**config.mk**
```make
export PLATFORM = sky130hd
export DESIGN_NAME = viterbi_channel_err_inj
export DESIGN_NICKNAME = d
export VERILOG_FILES = /design/src/rtl/viterbi_channel_err_inj.sv
export SDC_FILE = /design/constraint.sdc
export NUM_CORES = 1
export LEC_CHECK = 0
export CORE_UTILIZATION = 54
export DETAILED_ROUTE_END_ITERATION = 8
export GPL_TIMING_DRIVEN = 0
export HOLD_SLACK_MARGIN = 0.05
export PLACE_DENSITY = 0.89
export SYNTH_ARGS = -nofsm -noshare
export SYNTH_HDL_FRONTEND = slang
export SYNTH_SLANG_ARGS = --single-unit
```
**constraint.sdc**
```tcl
create_clock -name clk -period 12.8 [get_ports clk]
set_input_delay 3.2 -clock clk [delete_from_list [all_inputs] [get_ports clk]]
set_output_delay 3.2 -clock clk [all_outputs]
set_load 0.01 [all_outputs]
```
**src/rtl/viterbi_channel_err_inj.sv**
```systemverilog
// Channel model between the convolutional encoder and the Viterbi decoder: forwards symbols with
// periodic, pseudo-random or burst bit flips. Optional statistics counters under ERR_INJ_STATS_EN.
module viterbi_channel_err_inj #(
    parameter int unsigned PERIOD_W  = 16,
    parameter int unsigned CNT_W     = 32,
    parameter logic [15:0] LFSR_SEED = 16'hACE1
) (
    input  logic                clk,
    input  logic                rst,
    input  logic [1:0]          enc_sym_i,
    input  logic                enc_valid_i,
    input  logic [1:0]          cfg_mode_i,
    input  logic [PERIOD_W-1:0] cfg_period_i,
    input  logic [7:0]          cfg_thresh_i,
    input  logic [PERIOD_W-1:0] cfg_burst_len_i,
    output logic [1:0]          dec_sym_o,
    output logic                dec_valid_o,
    output logic [1:0]          err_mask_o,
    output logic [CNT_W-1:0]    err_cnt_o,
    output logic [CNT_W-1:0]    sym_cnt_o
);

    localparam logic [1:0]  MODE_PASS     = 2'd0;
    localparam logic [1:0]  MODE_PERIODIC = 2'd1;
    localparam logic [1:0]  MODE_RANDOM   = 2'd2;
    localparam logic [1:0]  MODE_BURST    = 2'd3;
    localparam logic [15:0] LFSR_TAPS     = 16'hB400;

    typedef enum logic [1:0] {
        ST_IDLE  = 2'd0,
        ST_ARMED = 2'd1,
        ST_BURST = 2'd2
    } state_t;

    state_t              state_q, state_d;
    logic [1:0]          mode_q;
    logic [PERIOD_W-1:0] cnt_q, cnt_d;
    logic [PERIOD_W-1:0] rem_q, rem_d;
    logic [1:0]          sel_q, sel_d;
    logic [15:0]         lfsr_q, lfsr_d;
    logic [1:0]          mask_c;
    logic                mode_chg_c;
    logic                trig_c;

    // Period trigger shared by PERIODIC and BURST modes; period 0 never fires.
    always_comb begin
        trig_c = 1'b0;
        if (cfg_period_i != '0) begin
            trig_c = (cnt_q >= (cfg_period_i - PERIOD_W'(1)));
        end
    end

    // Next-state and flip mask; a mode change aborts everything except the LFSR.
    always_comb begin
        state_d    = state_q;
        cnt_d      = cnt_q;
        rem_d      = rem_q;
        sel_d      = sel_q;
        lfsr_d     = lfsr_q;
        mask_c     = 2'b00;
        mode_chg_c = (cfg_mode_i != mode_q);

        if (mode_chg_c) begin
            state_d = (cfg_mode_i == MODE_PASS) ? ST_IDLE : ST_ARMED;
            cnt_d   = '0;
            rem_d   = '0;
            sel_d   = 2'b01;
        end else if (enc_valid_i) begin
            unique case (state_q)
                ST_IDLE: begin
                    if (mode_q != MODE_PASS) begin
                        state_d = ST_ARMED;
                    end
                end
                ST_ARMED: begin
                    unique case (mode_q)
                        MODE_PERIODIC: begin
                            if (cfg_period_i != '0) begin
                                if (trig_c) begin
                                    mask_c = sel_q;
                                    sel_d  = {sel_q[0], sel_q[1]};
                                    cnt_d  = '0;
                                end else begin
                                    cnt_d = cnt_q + PERIOD_W'(1);
                                end
                            end
                        end
                        MODE_RANDOM: begin
                            if (lfsr_q[7:0] < cfg_thresh_i) begin
                                mask_c = lfsr_q[8] ? 2'b10 : 2'b01;
                            end
                            lfsr_d = lfsr_q[0] ? ((lfsr_q >> 1) ^ LFSR_TAPS) : (lfsr_q >> 1);
                        end
                        MODE_BURST: begin
                            if (cfg_period_i != '0) begin
                                if (trig_c) begin
                                    mask_c = 2'b01;
                                    cnt_d  = '0;
                                    if (cfg_burst_len_i > PERIOD_W'(1)) begin
                                        state_d = ST_BURST;
                                        rem_d   = cfg_burst_len_i - PERIOD_W'(1);
                                    end
                                end else begin
                                    cnt_d = cnt_q + PERIOD_W'(1);
                                end
                            end
                        end
                        default: begin
                            state_d = ST_IDLE;
                        end
                    endcase
                end
                ST_BURST: begin
                    // rem counts burst symbols still owed after the trigger symbol.
                    mask_c = 2'b01;
                    rem_d  = rem_q - PERIOD_W'(1);
                    if (rem_q <= PERIOD_W'(1)) begin
                        state_d = ST_ARMED;
                        rem_d   = '0;
                    end
                end
                default: begin
                    state_d = ST_IDLE;
                end
            endcase
        end
    end

    always_ff @(posedge clk) begin
        if (rst) begin
            state_q     <= ST_IDLE;
            mode_q      <= MODE_PASS;
            cnt_q       <= '0;
            rem_q       <= '0;
            sel_q       <= 2'b01;
            lfsr_q      <= LFSR_SEED;
            dec_sym_o   <= 2'b00;
            dec_valid_o <= 1'b0;
            err_mask_o  <= 2'b00;
        end else begin
            state_q     <= state_d;
            mode_q      <= cfg_mode_i;
            cnt_q       <= cnt_d;
            rem_q       <= rem_d;
            sel_q       <= sel_d;
            lfsr_q      <= lfsr_d;
            dec_valid_o <= enc_valid_i;
            if (enc_valid_i) begin
                dec_sym_o  <= enc_sym_i ^ mask_c;
                err_mask_o <= mask_c;
            end
        end
    end

`ifdef ERR_INJ_STATS_EN
    localparam int unsigned SUM_W = CNT_W + 1;

    logic [CNT_W-1:0] err_cnt_q, err_cnt_d;
    logic [CNT_W-1:0] sym_cnt_q, sym_cnt_d;
    logic [SUM_W-1:0] err_sum_c;
    logic [SUM_W-1:0] sym_sum_c;

    // Saturating statistics: overflow into the extra sum bit pins the counter at all-ones.
    always_comb begin
        err_cnt_d = err_cnt_q;
        sym_cnt_d = sym_cnt_q;
        err_sum_c = {1'b0, err_cnt_q} + SUM_W'(mask_c[0]) + SUM_W'(mask_c[1]);
        sym_sum_c = {1'b0, sym_cnt_q} + SUM_W'(1);
        if (enc_valid_i) begin
            err_cnt_d = err_sum_c[CNT_W] ? '1 : err_sum_c[CNT_W-1:0];
            sym_cnt_d = sym_sum_c[CNT_W] ? '1 : sym_sum_c[CNT_W-1:0];
        end
    end

    always_ff @(posedge clk) begin
        if (rst) begin
            err_cnt_q <= '0;
            sym_cnt_q <= '0;
        end else begin
            err_cnt_q <= err_cnt_d;
            sym_cnt_q <= sym_cnt_d;
        end
    end

    assign err_cnt_o = err_cnt_q;
    assign sym_cnt_o = sym_cnt_q;
`else
    assign err_cnt_o = '0;
    assign sym_cnt_o = '0;
`endif

endmodule

```
==> metrics.yaml, run 1 <==
setup_path:
  start_kind: "primary input"
  cp_max_fo: 10
  slowest_stage: "nor4_1"
  crit_type: "in2reg"
  cpPeakStageDelay_ns: 0.66
  crit_path_frequent_cell: "nor4_1"
  end_kind: "flip-flop"
  required_ns: 13.06
  path_delay_family: "simple AND/OR/NAND/NOR gates"
  path_buf_inv: 2
  worstPathArrival_ns: 7.66
  cp_cell_sequence: "clkdlybuf4s50_1, nor4_1, nand2b_1, or3_1, nor4_1, xnor2_1, ha_1, nand4_1, nor3_1, a2111o_1, a31oi_1, o21ai_0, clkbuf_1, nor2_1"
clocking:
  clkTransAtPathRegs_ns: 0.07
  clock-sinks: 59
  cts-resized-gates: 0
  postCtsSetupBuffers: 0
  numCtsBuffers: 9
  cts_hold_buf: 0
  htreeDepth: 3
  cts-root-buf: "clkbuf_8"
  cts_tree: "done"
  clockBufferDepth: 2
  clk-insertion-delay-late_ns: 0.34
floorplanning:
  io_pins: 116
  dieHeight_um: 94.0
  die_w_um: 94.0
  coreArea_um2: 8220
  start_util_pct: 55.6
  dieArea_um2: 8830
  num_rows: 33
synth:
  ys_top_cells_by_count: "65 x buf_4, 59 x dfxtp_1, 59 x nand2_1, 58 x nor2_1, 38 x ha_1"
  syn-cell-area_um2: 4570
  synth_edf_count: 0
  post-synth-top-count-cell: "buf_4"
  synthArstFlopShare_pct: 0
  yosys_warnings: 0
  syn_avg_cell_area_um2: 7.86
  yosysUniqueCellTypes: 58
  synth.area.top_cells: "dfxtp_1 26%, buf_4 11%, ha_1 10%"
  ys_ff_latch: 59
  synth_top_area_share_pct: 25.8
  yosys.area.top_type: "dfxtp_1"
  synth_flop_cell: "dfxtp_1"
  synth_cells: 581
  seq_area_frac_synth_pct: 25.8
power:
  p_total_mw: 0.460
  clkPwrFrac_pct: 42.0
  power.net_switching_mw: 0.114
  p_seq_share_pct: 40.6
  vdd_drop_max_v: 0.0000788
  sw_frac_of_total_pct: 24.9
  p_per_area_nw_per_um2: 81.3
  power_leakage_nw: 2.41
  p_comb_share_pct: 17.4
  internal_power_mw: 0.346
sta:
  hold-worst-slack_ns: 0.459
  slew_headroom_pct: 50.9
  fin_skew_ns: 0.0110
  finalSetupTns_ns: 0
  final_period_minus_worst_setup_slack_ns: 7.39
  setup_viol: 0
  drv_slew: 0
  finalWorstSetupSlack_ns: 5.41
  max_clock_freq_mhz: 135
  min_period_over_period_pct: 57.8
  tightestPinTransition_ns: 0.730
  rsz0062_at_grt: "no"
  hold_viol: 0
grt:
  grt_pass1_wl_mm: 17.4
  antenna_found_initial: 0
  grt_pass1_vias: 4165
  grt_max_degree: 11
  grt_use_total_pct: 24.7
  grt_remaining_overflow: 0
drt:
  routed_wirelength_mm: 10.7
  num_vias: 4343
  drc_errors: 0
  dr.pass1.iters: 5
  drt_iter0_markers: 299
  ant_nets: 0
  viasPerCell: 5.34
  wire_per_inst_um: 13.2
run:
  drv_cap: 0
placed_design:
  place_ws_ns: 5.15
  place_congestion: 0.894
  io_buffers: 49
  detailed_place_hpwl_mm: 8.29
cells_and_area:
  antennaDiodeCount: 0
  utilization_pct: 68.8
  layout-area-overhead-vs-synth_pct: 23.8
  nets: 789
  drive_gt1_share_pct: 13.5
worst_hold_path:
  hold_path_class: "reg2reg"
run_status:
  status: "finished, final reports clean"
[logic make-up (layout without fill, tap and decap cells)]
family / Yosys count / in the layout / share of synthesized area (%)
AO/OA/AOI/OAI: 100 / 100 / 14.3
XOR/XNOR: 45 / 45 / 8.63
adder cells (fa/ha/maj): 38 / 38 / 10.4
buffers and inverters: 104 / 169 / 14.5
flip-flops: 59 / 59 / 25.8
multiplexers: 3 / 3 / 0.657
other: 1 / 64 / 0.0821
AND/OR/NAND/NOR: 231 / 231 / 25.5
[power by group through the flow]
stage / clock network (mW) / logic [mW] / registers [mW]
after floorplan: 0 / 0.0512 / 0.191
after global placement: 0 / 0.0755 / 0.191
after detailed placement: 0 / 0.0780 / 0.191
after CTS: 0.195 / 0.0786 / 0.187
after global routing: 0.202 / 0.0879 / 0.187
final: 0.193 / 0.0800 / 0.187
[worst register-to-register path, delay by kind of cell, from the launching register on]
kind | cells | cell delay (ns)
compound gates | 4 | 1.31
fa+ha+maj | 1 | 0.26
buf+inv | 2 | 0.49
flops | 1 | 0.45
simple gates | 2 | 0.20
[metal layers]
| metal | vias to the layer above | routed length, um | GRT usage, % |
|---|---|---|---|
| met4 | 0 | 293 | 13.2 |
| met3 | 32 | 559 | 4.29 |
| met2 | 151 | 5600 | 46.6 |
| li1 | 2160 | - | - |
| met1 | 2000 | 4270 | 25.8 |
| met5 | - | 0 | 0 |
[flip-flops by register name (all words and copies together) (netlist names)]
| name | flops |
|---|---|
| err_mask_o | 2 |
| dec_sym_o | 2 |
| rem_q | 16 |
| dec_valid_o | 1 |
| sel_q | 2 |
| lfsr_q | 16 |
| mode_q | 2 |
| cnt_q | 16 |
| state_q | 2 |
[path summary, 6_finish.rpt]
path / from / end / cells after the start / slack, ns
setup / recovery: cfg_period_i[6] / cnt_q[12]$_SDFFE_PP0P_ / 14 / 5.41
hold / removal: lfsr_q[15]$_SDFFE_PP1P_ / lfsr_q[14]$_SDFFE_PP0P_ / 2 / 0.46
setup reg to reg: cnt_q[0]$_SDFFE_PP0P_ / cnt_q[12]$_SDFFE_PP0P_ / 9 / 9.95
hold reg to reg: lfsr_q[15]$_SDFFE_PP1P_ / lfsr_q[14]$_SDFFE_PP0P_ / 2 / 0.46
[cells in the final DEF, fill, tap and decap left out, types with 11 or more instances in the layout]
| cell type | Yosys | final |
|---|---|---|
| o21ai_0 | 23 | 23 |
| a21oi_1 | 27 | 27 |
| nand4_1 | 14 | 14 |
| inv_1 | 22 | 22 |
| clkbuf_8 | 0 | 11 |
| clkdlybuf4s50_1 | 0 | 49 |
| nor3_1 | 16 | 16 |
| nand2_1 | 59 | 59 |
| conb_1 | 1 | 64 |
| ha_1 | 38 | 38 |
| xnor2_1 | 18 | 18 |
| nor2_1 | 58 | 58 |
| buf_4 | 65 | 65 |
| xor2_1 | 27 | 27 |
| nor4_1 | 11 | 11 |
| nand3_1 | 15 | 15 |
| dfxtp_1 | 59 | 59 |
| clkbuf_1 | 12 | 13 |
[layout make-up]
cell class / instances / area, um2
buffer: 82 / 581
clock buffer: 12 / 155
clock inverter: 4 / 72.6
fill: 687 / 2560
inverter: 22 / 82.6
multi-input combinational: 481 / 2960
sequential: 59 / 1180
tap: 105 / 131
timing repair buffer: 49 / 490
[through the flow]
step / instances / cell area, um2
3_3_place_gp: 798 / 5430
2_1_floorplan: 644 / 4810
5_1_grt: 814 / 5660
4_1_cts: 814 / 5660
3_5_place_dp: 798 / 5430
6_report: 814 / 5660
Note: power is estimated with default switching activity, not from simulation.
==> inputs of run 2 (changes only) <==
CORE_UTILIZATION = 45   (was 54)
PLACE_DENSITY = 0.79   (was 0.89)
clock period = 6.19 ns   (was 12.8 ns; I/O delays follow)
==> metrics.yaml, run 2 (same netlist as run 1, synthesis figures left out) <==
run_status:
  status: "finished, final reports clean"
placed_design:
  io_buffers: 49
  place_ws_ns: 0.152
  detailed_place_hpwl_mm: 8.07
  dp_cells: 826
  place_congestion: 0.863
  dpl_cell_area_um2: 5460
setup_path:
  r2r_slack_ns: 3.40
  r2r_start: "cnt_q[13]$_SDFFE_PP0P_"
  required_ns: 6.46
  crit_path_frequent_cell: "nor4_1"
  cpPeakStageDelay_ns: 0.65
  end_kind: "flip-flop"
  worstPathArrival_ns: 5.94
  r2r_cells: 8
  reg2reg_to: "cnt_q[14]$_SDFFE_PP0P_"
  path_delay_family: "simple AND/OR/NAND/NOR gates"
  cp_cell_sequence: "clkdlybuf4s50_1, nor4_1, nand2b_1, or3_1, nor4_1, xnor2_1, ha_1, nand4_1, nor3_1, a2111o_1, a31oi_1, o21ai_0, clkbuf_1, nor2_1"
  crit_type: "in2reg"
  slowest_stage: "nor4_1"
  start_kind: "primary input"
  cp_max_fo: 10
  path_buf_inv: 2
sta:
  rsz0062_at_grt: "no"
  hold-worst-slack_ns: 0.455
  setup_viol: 0
  drv_slew: 0
  tightestPinTransition_ns: 0.693
  finalSetupTns_ns: 0
  hold_viol: 0
  slew_headroom_pct: 53.4
  min_period_over_period_pct: 91.5
  fin_skew_ns: 0.0104
  finalWorstSetupSlack_ns: 0.525
  max_clock_freq_mhz: 177
  final_period_minus_worst_setup_slack_ns: 5.67
clocking:
  cts_hold_buf: 0
  clkTransAtPathRegs_ns: 0.07
  cts-root-buf: "clkbuf_8"
  cts-resized-gates: 0
  clockBufferDepth: 2
  clk-insertion-delay-late_ns: 0.34
  cts_tree: "done"
  clock-sinks: 59
  numCtsBuffers: 9
  postCtsSetupBuffers: 0
  htreeDepth: 3
floorplanning:
  io_pins: 116
  die_w_um: 103
  start_util_pct: 46.5
  dieHeight_um: 103
  dieArea_um2: 10600
  num_rows: 36
  coreArea_um2: 9820
cells_and_area:
  utilization_pct: 57.7
  layout-area-overhead-vs-synth_pct: 24.1
  design_area_um2: 5670
  antennaDiodeCount: 0
  final_common_cell: "buf_4"
  layout_common_cells: "65 x buf_4, 64 x conb_1, 59 x nand2_1, 59 x dfxtp_1, 58 x nor2_1"
  drive_gt1_share_pct: 13.5
  multi_input_area_um2: 2960
  nets: 789
  finalNonFillerCells: 842
  largest_registers: "cnt_q (16), lfsr_q (16), rem_q (16)"
  seq_area_um2: 1180
  fill_cells: 919
drt:
  viasPerCell: 4.99
  drc_errors: 0
  dr.pass1.iters: 4
  wire_per_inst_um: 12.1
  ant_nets: 0
  routed_wirelength_mm: 10.2
  num_vias: 4201
  drt_iter0_markers: 301
grt:
  grt_use_total_pct: 20.0
  grt_max_degree: 11
  grt_pass1_wl_mm: 16.8
  grt_remaining_overflow: 0
  antenna_found_initial: 0
  grt_pass1_vias: 3899
power:
  power_leakage_nw: 2.41
  p_total_mw: 0.920
  vdd_drop_max_v: 0.000160
  p_per_area_nw_per_um2: 162
worst_hold_path:
  hold_end: "lfsr_q[14]$_SDFFE_PP0P_"
  worstHoldStart: "lfsr_q[15]$_SDFFE_PP1P_"
  whs_path_depth: 2
  hold_path_class: "reg2reg"
run:
  drv_cap: 0
[run 2: worst max path at each step]
stage | from | end | slack [ns] | depth (start not counted)
6_report | cfg_period_i[6] | cnt_q[14]$_SDFFE_PP0P_ | 0.52 | 14
4_1_cts | cfg_period_i[6] | cnt_q[14]$_SDFFE_PP0P_ | 0.50 | 14
2_1_floorplan | cfg_period_i[6] | dec_sym_o[0]$_SDFFE_PP0P_ | 1.42 | 13
3_3_place_gp | cfg_period_i[6] | cnt_q[8]$_SDFFE_PP0P_ | 0.38 | 14
5_1_grt | cfg_period_i[6] | cnt_q[12]$_SDFFE_PP0P_ | 0.12 | 14
3_5_place_dp | cfg_period_i[6] | cnt_q[14]$_SDFFE_PP0P_ | 0.15 | 14
[run 2: layer usage]
layer  global-route usage [%]  share of wire [%]  vias up
met5                        0                  0        -
met4                     7.15                1.4        0
met3                     4.14                4.8       12
met2                     36.9                 51      116
met1                     22.7                 43     1920
li1                         -                  -     2153
[run 2: layout make-up]
class	count	area share, %
multi-input combinational	481	52.2
sequential	59	20.8
buffer	82	10.2
timing repair buffer	49	8.65
tap	133	2.93
clock buffer	10	2.25
inverter	22	1.46
clock inverter	6	1.41
[run 2: power breakdown]
group / switching, mW / total, mW / internal (mW)
combinational: 0.0793 / 0.163 / 0.0833
clock: 0.148 / 0.372 / 0.224
sequential: 0.00264 / 0.386 / 0.383
total: 0.230 / 0.920 / 0.690
[run 2: worst reg2reg max path, delay by kind of cell, from the launching register on]
family | cells | cell delay [ns]
compound gates | 4 | 1.49
flops | 1 | 0.34
buf+inv | 1 | 0.31
fa+ha+maj | 1 | 0.33
simple gates | 2 | 0.26
